--- src/rtl/sysid_pkg.sv ---
// -----------------------------------------------------------------------------
// sysid_pkg
// Shared constants for the system-ID block: the word offsets of the register
// map and the width of the in-map part of the word address.
// -----------------------------------------------------------------------------
package sysid_pkg;

   // Only the low DEC_W address bits select a register; any set bit above
   // them means the access falls outside the map.
   localparam int DEC_W = 3;

   localparam logic [DEC_W-1:0] REG_ID        = 3'd0;
   localparam logic [DEC_W-1:0] REG_TS        = 3'd1;
   localparam logic [DEC_W-1:0] REG_VERSION   = 3'd2;
   localparam logic [DEC_W-1:0] REG_CAPS      = 3'd3;
   localparam logic [DEC_W-1:0] REG_SCRATCH   = 3'd4;
   localparam logic [DEC_W-1:0] REG_UPTIME_LO = 3'd5;
   localparam logic [DEC_W-1:0] REG_UPTIME_HI = 3'd6;
   localparam logic [DEC_W-1:0] REG_SECONDS   = 3'd7;

endpackage

--- src/rtl/sysid_ext_if.sv ---
// -----------------------------------------------------------------------------
// sysid_ext_if
// Avalon-MM slave bus of the system-ID block.
//   address        word address (ADDR_W bits)
//   read / write   single-cycle request strobes
//   writedata      write data, byteenable selects the lanes written
//   readdata       registered read data
//   readdatavalid  one-cycle pulse qualifying readdata
// -----------------------------------------------------------------------------
interface sysid_ext_if #(
   parameter int ADDR_W = 3
) ();
   logic [ADDR_W-1:0] address;
   logic              read;
   logic              write;
   logic [31:0]       writedata;
   logic [3:0]        byteenable;
   logic [31:0]       readdata;
   logic              readdatavalid;

   modport master (
      output address, read, write, writedata, byteenable,
      input  readdata, readdatavalid
   );

   modport slave (
      input  address, read, write, writedata, byteenable,
      output readdata, readdatavalid
   );
endinterface

--- src/rtl/sysid_tick_div.sv ---
// -----------------------------------------------------------------------------
// sysid_tick_div
// Seconds prescaler: counts clock cycles 0..CLK_HZ-1 and, on the cycle the
// count wraps, pulses tick for one cycle and advances the seconds counter.
//   clk      clock
//   reset    synchronous active-high reset
//   tick     registered one-cycle pulse, first one CLK_HZ cycles after reset
//   seconds  elapsed whole seconds, wraps at 2^32
// -----------------------------------------------------------------------------
module sysid_tick_div #(
   parameter logic [31:0] CLK_HZ = 32'd50_000_000
) (
   input  logic        clk,
   input  logic        reset,
   output logic        tick,
   output logic [31:0] seconds
);

   localparam logic [31:0] LAST = CLK_HZ - 32'd1;

   logic [31:0] presc_q, presc_d;
   logic [31:0] sec_q, sec_d;
   logic        tick_q, tick_d;
   logic        wrap;

   always_comb begin
      wrap    = (presc_q == LAST);
      presc_d = wrap ? 32'd0 : presc_q + 32'd1;
      sec_d   = wrap ? sec_q + 32'd1 : sec_q;
      tick_d  = wrap;
   end

   always_ff @(posedge clk) begin
      if (reset) begin
         presc_q <= 32'd0;
         sec_q   <= 32'd0;
         tick_q  <= 1'b0;
      end else begin
         presc_q <= presc_d;
         sec_q   <= sec_d;
         tick_q  <= tick_d;
      end
   end

   assign tick    = tick_q;
   assign seconds = sec_q;

endmodule

--- src/rtl/sysid_ext.sv ---
// -----------------------------------------------------------------------------
// sysid_ext
// System identification register block on an Avalon-MM slave.
// Map: 0 ID, 1 TS, 2 VERSION, 3 CAPS (constants), 4 SCRATCH (RW, byte lanes),
//      5 UPTIME_LO, 6 UPTIME_HI (snapshot taken on LO read), 7 SECONDS.
//      Addresses >= 8 read 0 and ignore writes.
//   clk       clock
//   reset     synchronous active-high reset
//   bus       Avalon-MM slave (sysid_ext_if.slave), read latency 1
//   tick_1hz  one-cycle pulse once per second
// -----------------------------------------------------------------------------
module sysid_ext
   import sysid_pkg::*;
#(
   parameter logic [31:0] SYSTEM_ID = 32'h1B0D_0E1C,
   parameter logic [31:0] BUILD_TS  = 32'h56F4_7CAF,
   parameter logic [31:0] VERSION   = 32'h0001_0000,
   parameter logic [31:0] CAPS      = 32'h0000_0000,
   parameter logic [31:0] CLK_HZ    = 32'd50_000_000,
   parameter int          ADDR_W    = 3
) (
   input  logic        clk,
   input  logic        reset,
   sysid_ext_if.slave  bus,
   output logic        tick_1hz
);

   logic [7:0]       addr8;
   logic             in_map;
   logic [DEC_W-1:0] sel;
   logic             rd_en;
   logic             wr_en;
   logic [31:0]      rd_mux;
   logic [31:0]      seconds;

   logic [31:0] scratch_q, scratch_d;
   logic [63:0] uptime_q, uptime_d;
   logic [31:0] snap_q, snap_d;
   logic [31:0] rdata_q, rdata_d;
   logic        rdv_q, rdv_d;

   sysid_tick_div #(.CLK_HZ(CLK_HZ)) u_tick_div (
      .clk     (clk),
      .reset   (reset),
      .tick    (tick_1hz),
      .seconds (seconds)
   );

   // Widen to the largest legal address so the out-of-map test is uniform
   // across ADDR_W values.
   assign addr8  = 8'(bus.address);
   assign in_map = (addr8[7:DEC_W] == '0);
   assign sel    = addr8[DEC_W-1:0];
   assign rd_en  = bus.read & ~reset;
   assign wr_en  = bus.write & ~reset & in_map & (sel == REG_SCRATCH);

   always_comb begin
      rd_mux = 32'd0;
      if (in_map) begin
         case (sel)
            REG_ID:        rd_mux = SYSTEM_ID;
            REG_TS:        rd_mux = BUILD_TS;
            REG_VERSION:   rd_mux = VERSION;
            REG_CAPS:      rd_mux = CAPS;
            REG_SCRATCH:   rd_mux = scratch_q;
            REG_UPTIME_LO: rd_mux = uptime_q[31:0];
            REG_UPTIME_HI: rd_mux = snap_q;
            REG_SECONDS:   rd_mux = seconds;
            default:       rd_mux = 32'd0;
         endcase
      end
   end

   // The mux reads scratch_q, so a simultaneous read returns the old value.
   generate
      for (genvar gi = 0; gi < 4; gi++) begin : g_lane
         assign scratch_d[gi*8 +: 8] = (wr_en & bus.byteenable[gi])
                                     ? bus.writedata[gi*8 +: 8]
                                     : scratch_q[gi*8 +: 8];
      end
   endgenerate

   always_comb begin
      uptime_d = uptime_q + 64'd1;
      // The high half is frozen in the same cycle LO is returned so a LO/HI
      // read pair is coherent even across a carry out of the low word.
      snap_d   = (rd_en && in_map && sel == REG_UPTIME_LO) ? uptime_q[63:32] : snap_q;
      rdata_d  = rd_en ? rd_mux : rdata_q;
      rdv_d    = rd_en;
   end

   always_ff @(posedge clk) begin
      if (reset) begin
         scratch_q <= 32'd0;
         uptime_q  <= 64'd0;
         snap_q    <= 32'd0;
         rdata_q   <= 32'd0;
         rdv_q     <= 1'b0;
      end else begin
         scratch_q <= scratch_d;
         uptime_q  <= uptime_d;
         snap_q    <= snap_d;
         rdata_q   <= rdata_d;
         rdv_q     <= rdv_d;
      end
   end

   // Gating with reset drops the response of a read whose data phase
   // coincides with reset being raised.
   assign bus.readdata      = rdata_q;
   assign bus.readdatavalid = rdv_q & ~reset;

endmodule

--- src/flat_wrapper.sv ---
// flat-port wrapper written by rule: the top's interface ports become plain ports
module sysid_ext_flat import sysid_pkg::*;
#(
   parameter logic [31:0] SYSTEM_ID = 32'h1B0D_0E1C,
   parameter logic [31:0] BUILD_TS  = 32'h56F4_7CAF,
   parameter logic [31:0] VERSION   = 32'h0001_0000,
   parameter logic [31:0] CAPS      = 32'h0000_0000,
   parameter logic [31:0] CLK_HZ    = 32'd50_000_000,
   parameter int          ADDR_W    = 3
)
  (clk, reset, tick_1hz, bus_address, bus_read, bus_write, bus_writedata, bus_byteenable, bus_readdata, bus_readdatavalid);
  sysid_ext_if #(.ADDR_W(ADDR_W)) bus_i ();
  input  logic clk;
  input  logic reset;
  output logic tick_1hz;
  input wire logic [$bits(bus_i.address)-1:0] bus_address;
  input wire logic [$bits(bus_i.read)-1:0] bus_read;
  input wire logic [$bits(bus_i.write)-1:0] bus_write;
  input wire logic [$bits(bus_i.writedata)-1:0] bus_writedata;
  input wire logic [$bits(bus_i.byteenable)-1:0] bus_byteenable;
  output wire logic [$bits(bus_i.readdata)-1:0] bus_readdata;
  output wire logic [$bits(bus_i.readdatavalid)-1:0] bus_readdatavalid;
  assign bus_i.address = bus_address;
  assign bus_i.read = bus_read;
  assign bus_i.write = bus_write;
  assign bus_i.writedata = bus_writedata;
  assign bus_i.byteenable = bus_byteenable;
  assign bus_readdata = bus_i.readdata;
  assign bus_readdatavalid = bus_i.readdatavalid;
  sysid_ext #(.SYSTEM_ID(SYSTEM_ID), .BUILD_TS(BUILD_TS), .VERSION(VERSION), .CAPS(CAPS), .CLK_HZ(CLK_HZ), .ADDR_W(ADDR_W)) u_core (.clk(clk), .reset(reset), .bus(bus_i), .tick_1hz(tick_1hz));
endmodule
--- config.mk ---
export PLATFORM = sky130hd
export DESIGN_NAME = sysid_ext_flat
export DESIGN_NICKNAME = d
export VERILOG_FILES = /design/src/rtl/sysid_pkg.sv /design/src/rtl/sysid_ext_if.sv /design/src/rtl/sysid_tick_div.sv /design/src/rtl/sysid_ext.sv /design/src/flat_wrapper.sv
export SDC_FILE = /design/constraint.sdc
export NUM_CORES = 1
export LEC_CHECK = 0
export ABC_AREA = 1
export CORE_MARGIN = 1
export CORE_UTILIZATION = 50
export CTS_BUF_LIST = sky130_fd_sc_hd__clkbuf_2
export DETAILED_ROUTE_END_ITERATION = 10
export PLACE_DENSITY = 0.69
export SLEW_MARGIN = 30
export SYNTH_ARGS = -nofsm -noshare
export SYNTH_HDL_FRONTEND = slang
export SYNTH_SLANG_ARGS = --single-unit
--- constraint.sdc ---
create_clock -name clk -period 3.4 [get_ports clk]
set_input_delay 0.68 -clock clk [delete_from_list [all_inputs] [get_ports clk]]
set_output_delay 0.68 -clock clk [all_outputs]
set_load 0.005 [all_outputs]
==> flow_results.xml <==
<?xml version="1.0" encoding="UTF-8"?>
<metrics>
  <group name="yosys">
    <metric name="synth_seq_cells" unit="">226</metric>
    <metric name="top_reg_cell_synth" unit="">sky130_fd_sc_hd__dfxtp_1</metric>
    <metric name="synth_cell_type_count" unit="">44</metric>
    <metric name="synth.yosys.warnings" unit="">0</metric>
    <metric name="synthesis.nets" unit="">1805</metric>
    <metric name="synthArstFlopShare" unit="%">0</metric>
    <metric name="synthCells" unit="">1759</metric>
    <metric name="mappedNetlistArea" unit="µm²">11500</metric>
    <metric name="synth_sequential_area_ratio" unit="%">39.4</metric>
    <metric name="syn_area_per_cell" unit="µm²">6.53</metric>
    <metric name="number_of_synthesized_flops_with_an_enable_pin" unit="">0</metric>
  </group>
  <group name="final_layout">
    <metric name="fillers" unit="">2334</metric>
    <metric name="flow.area_growth_from_synthesis" unit="%">12.7</metric>
    <metric name="fin_nets" unit="">1903</metric>
    <metric name="layout_common_cells" unit="">546 x sky130_fd_sc_hd__nand2_1, 283 x sky130_fd_sc_hd__nor2_1, 226 x sky130_fd_sc_hd__dfxtp_1</metric>
    <metric name="layout_commonest_cell" unit="">sky130_fd_sc_hd__nand2_1</metric>
    <metric name="post_route_cells_drive_above_1_share" unit="%">7.09</metric>
  </group>
  <group name="die">
    <metric name="ios" unit="">77</metric>
    <metric name="die_area" unit="µm²">23600</metric>
    <metric name="chipHeight" unit="µm">154</metric>
    <metric name="floorplan.initialDensity" unit="%">50.9</metric>
    <metric name="core_area" unit="µm²">22600</metric>
    <metric name="core.rowCount" unit="">55</metric>
    <metric name="die_width" unit="µm">154</metric>
  </group>
  <group name="place">
    <metric name="routability_congestion_estimate" unit="">0.989</metric>
    <metric name="placement.io_buffers" unit="">76</metric>
    <metric name="dpl.hpwl" unit="mm">28.1</metric>
    <metric name="dpl_worst_slack" unit="ns">0.734</metric>
  </group>
  <group name="route">
    <metric name="wl_per_cell" unit="µm">17.1</metric>
    <metric name="drt_first_pass_iters" unit="">6</metric>
    <metric name="detail_route.wirelength" unit="mm">37.3</metric>
    <metric name="detail_route.iter0.violations" unit="">911</metric>
    <metric name="ant_nets" unit="">0</metric>
    <metric name="detail_route.vias_per_cell" unit="">5.41</metric>
    <metric name="total_via_count_after_detailed_routing" unit="">11800</metric>
    <metric name="drcViolationCount" unit="">0</metric>
  </group>
  <group name="worst_setup_path">
    <metric name="reg2reg_setup_slack" unit="ns">1.14</metric>
    <metric name="critPathKind" unit="">reg -&gt; out</metric>
    <metric name="crit_path_start" unit="">u_core.rdv_q$_SDFF_PP0_</metric>
    <metric name="timing.critical_path.buf_inv" unit="">2</metric>
    <metric name="reg2reg_from" unit="">u_core.u_tick_div.presc_q[0]$_SDFF_PP0_</metric>
    <metric name="regToRegEndpoint" unit="">u_core.u_tick_div.seconds[8]$_SDFFE_PP0P_</metric>
    <metric name="rr_worst_depth" unit="">8</metric>
    <metric name="cell_family_with_the_largest_share_of_critical_path_delay" unit="">buffers and inverters</metric>
    <metric name="timing.critical_path.to" unit="">bus_readdatavalid</metric>
    <metric name="timing.critical_path.to_type" unit="">primary output</metric>
    <metric name="timing.critical_path.arrival" unit="ns">1.87</metric>
    <metric name="worstPathCellList" unit="">inv_1, nor2_1, clkdlybuf4s50_1</metric>
    <metric name="worst-path-stages" unit="">3</metric>
    <metric name="cpMaxStageDelayCell" unit="">sky130_fd_sc_hd__clkdlybuf4s50_1</metric>
    <metric name="critical_path_peak_fanout" unit="">1</metric>
    <metric name="worstPathRequired" unit="ns">2.72</metric>
    <metric name="worstSetupStartpointType" unit="">flip-flop</metric>
    <metric name="slowest_delay" unit="ns">0.56</metric>
  </group>
  <group name="sta">
    <metric name="finalSetupViolCount" unit="">0</metric>
    <metric name="fin_worst_skew" unit="ns">0.0635</metric>
    <metric name="slew_violations" unit="">0</metric>
    <metric name="timing_worst_slew_pin_value" unit="ns">0.958</metric>
    <metric name="fraction_of_the_cycle_the_final_worst_path_needs" unit="%">75.1</metric>
    <metric name="finalWorstSetupSlack" unit="ns">0.847</metric>
    <metric name="max_slew_margin_vs_limit" unit="%">36.1</metric>
    <metric name="hold_viol" unit="">0</metric>
    <metric name="achievable-frequency" unit="MHz">392</metric>
    <metric name="tns" unit="ns">0</metric>
    <metric name="layout_min_cycle_time" unit="ns">2.55</metric>
    <metric name="rsz0062_at_grt" unit="">false</metric>
  </group>
  <group name="clock_network">
    <metric name="cts-buffers-inserted" unit="">59</metric>
    <metric name="clk_pin_slew" unit="ns">0.10</metric>
    <metric name="clock-root-buffer" unit="">sky130_fd_sc_hd__clkbuf_2</metric>
    <metric name="clock_sink_count" unit="">226</metric>
    <metric name="post_cts.repair.setup_buffers" unit="">0</metric>
    <metric name="htree_levels" unit="">2</metric>
    <metric name="tritoncts" unit="">yes</metric>
    <metric name="cts.path.max_buffers" unit="">3</metric>
    <metric name="worstSkewPairLatency" unit="ns">0.88</metric>
    <metric name="cts_repair_resizes" unit="">0</metric>
    <metric name="cts_hold_buf" unit="">0</metric>
  </group>
  <group name="global_routing">
    <metric name="grt_first_pass_wirelength" unit="mm">57.9</metric>
    <metric name="grt_pass1_vias" unit="">10900</metric>
    <metric name="gr-total-overflow" unit="">0</metric>
    <metric name="pin_count_of_the_biggest_net_entering_global_routing" unit="">83</metric>
    <metric name="antenna_found_initial" unit="">1</metric>
    <metric name="overall_track_demand_over_capacity_in_global_routing" unit="%">31.4</metric>
  </group>
  <group name="power_and_ir_drop">
    <metric name="netSwitchingFraction" unit="%">27.1</metric>
    <metric name="power_density" unit="nW/µm²">364</metric>
    <metric name="clkPwrFrac" unit="%">37.4</metric>
    <metric name="portion_of_total_power_attributed_to_sequential_cells" unit="%">57.1</metric>
    <metric name="peakVddDrop" unit="mV">0.211</metric>
    <metric name="combPwrFrac" unit="%">5.4</metric>
    <metric name="p_int" unit="mW">3.44</metric>
    <metric name="switching_power_summed_over_all_nets" unit="mW">1.28</metric>
    <metric name="static-leakage-power" unit="nW">4.23</metric>
  </group>
  <group name="job">
    <metric name="maxCapViolations" unit="">0</metric>
  </group>
  <group name="worst_hold_path">
    <metric name="worstHoldPathType" unit="">in -&gt; reg</metric>
  </group>
  <group name="run_status">
    <metric name="run_status" unit="">complete, no violations</metric>
  </group>
</metrics>
flip-flops by register name (all words and copies together) (netlist names):
signal / flops
u_core.bus.readdata: 32
u_core.rdv_q: 1
u_core.scratch_q: 32
u_core.snap_q: 32
u_core.u_tick_div.presc_q: 32
u_core.u_tick_div.seconds: 32
u_core.u_tick_div.tick: 1
u_core.uptime_q: 64
area by class of cell:
type / count / area, µm² / share of cell area, %
flip-flops and latches: 226 / 4520 / 34.9
clock inverters: 9 / 35.0 / 0.271
multi-input cells: 1306 / 6050 / 46.8
well taps: 285 / 357 / 2.75
clock buffers: 86 / 430 / 3.32
diodes: 2 / 5.00 / 0.0386
inverters: 170 / 638 / 4.93
repair buffers: 94 / 906 / 7.00
power by group through the flow:
| stage | Clock (mW) | Sequential [mW] | Combinational (mW) |
|---|---|---|---|
| 6_report | 1.77 | 2.69 | 0.256 |
| 5_1_grt | 1.95 | 2.70 | 0.275 |
| 4_1_cts | 1.81 | 2.69 | 0.253 |
| 3_5_place_dp | 0 | 2.75 | 0.252 |
| 3_3_place_gp | 0 | 2.76 | 0.250 |
| 2_1_floorplan | 0 | 2.75 | 0.125 |
routing by layer:
layer	wire length, µm	share of wire, %	global-route usage [%]
met3	2920	7.8	6.03
met5	0	0	0
met2	17000	46	50.6
met4	1360	3.6	12.9
met1	16000	43	41.1
cell families after synthesis:
| logic type | share of synthesized area [%] |
|---|---|
| buffers and inverters | 7.95 |
| flip-flops | 39.4 |
| AND/OR/NAND/NOR | 34.9 |
| adder cells (fa/ha/maj) | 0.327 |
| XOR/XNOR | 2.97 |
| AO/OA/AOI/OAI | 14.5 |
per-stage QoR:
| stage | total power [mW] | cells | hold WS, ns | util (%) | area (µm²) |
|---|---|---|---|---|---|
| CTS | 4.76 | 2176 | 0.166 | 57.4 | 12900 |
| global placement | 3.01 | 2081 | 0.433 | 55.3 | 12500 |
| floorplan | 2.87 | 1759 | 0.418 | - | 11500 |
| global route | 4.92 | 2178 | 0.188 | 57.4 | 12900 |
| detailed placement | 3.01 | 2081 | 0.440 | 55.3 | 12500 |
| finish | 4.72 | 2178 | 0.240 | 57.4 | 12900 |
worst min path at each step:
stage	startpoint	endpoint	slack, ns	depth (start not counted)
finish	reset	u_core.bus.readdata[26]$_SDFFE_PP0P_	0.24	2
global route	reset	u_core.u_tick_div.seconds[9]$_SDFFE_PP0P_	0.19	2
CTS	reset	u_core.bus.readdata[23]$_SDFFE_PP0P_	0.17	2
detailed placement	u_core.u_tick_div.presc_q[0]$_SDFF_PP0_	u_core.u_tick_div.presc_q[0]$_SDFF_PP0_	0.44	1
global placement	u_core.u_tick_div.presc_q[0]$_SDFF_PP0_	u_core.u_tick_div.presc_q[0]$_SDFF_PP0_	0.43	1
floorplan	u_core.u_tick_div.presc_q[0]$_SDFF_PP0_	u_core.u_tick_div.presc_q[0]$_SDFF_PP0_	0.42	1
synth_stat cells, types with 3 or more instances:
cell type	n	area, µm²
sky130_fd_sc_hd__nand2_1	546	2050
sky130_fd_sc_hd__nor2_1	283	1060
sky130_fd_sc_hd__dfxtp_1	226	4520
sky130_fd_sc_hd__inv_1	163	612
sky130_fd_sc_hd__a21oi_1	116	581
sky130_fd_sc_hd__o21ai_0	75	375
sky130_fd_sc_hd__nand3_1	71	355
sky130_fd_sc_hd__o31ai_1	39	293
sky130_fd_sc_hd__clkbuf_1	30	113
sky130_fd_sc_hd__xor2_1	30	263
sky130_fd_sc_hd__o22ai_1	20	125
sky130_fd_sc_hd__nand4_1	18	113
sky130_fd_sc_hd__buf_2	16	80.1
sky130_fd_sc_hd__nor3_1	15	75.1
sky130_fd_sc_hd__o2111ai_1	11	96.3
sky130_fd_sc_hd__and2_1	9	56.3
sky130_fd_sc_hd__xnor2_1	9	78.8
sky130_fd_sc_hd__a211oi_1	8	60.1
sky130_fd_sc_hd__buf_4	7	52.6
sky130_fd_sc_hd__nor2_4	7	78.8
sky130_fd_sc_hd__nor2_2	6	37.5
sky130_fd_sc_hd__and3_1	5	31.3
sky130_fd_sc_hd__inv_2	5	18.8
sky130_fd_sc_hd__a31oi_1	4	25.0
sky130_fd_sc_hd__nand3b_1	4	30.0
sky130_fd_sc_hd__o21a_1	4	30.0
sky130_fd_sc_hd__a22oi_1	3	22.5
sky130_fd_sc_hd__ha_1	3	37.5
sky130_fd_sc_hd__nor3b_1	3	22.5
sky130_fd_sc_hd__or2_2	3	18.8
(Power assumes the default switching activity.)
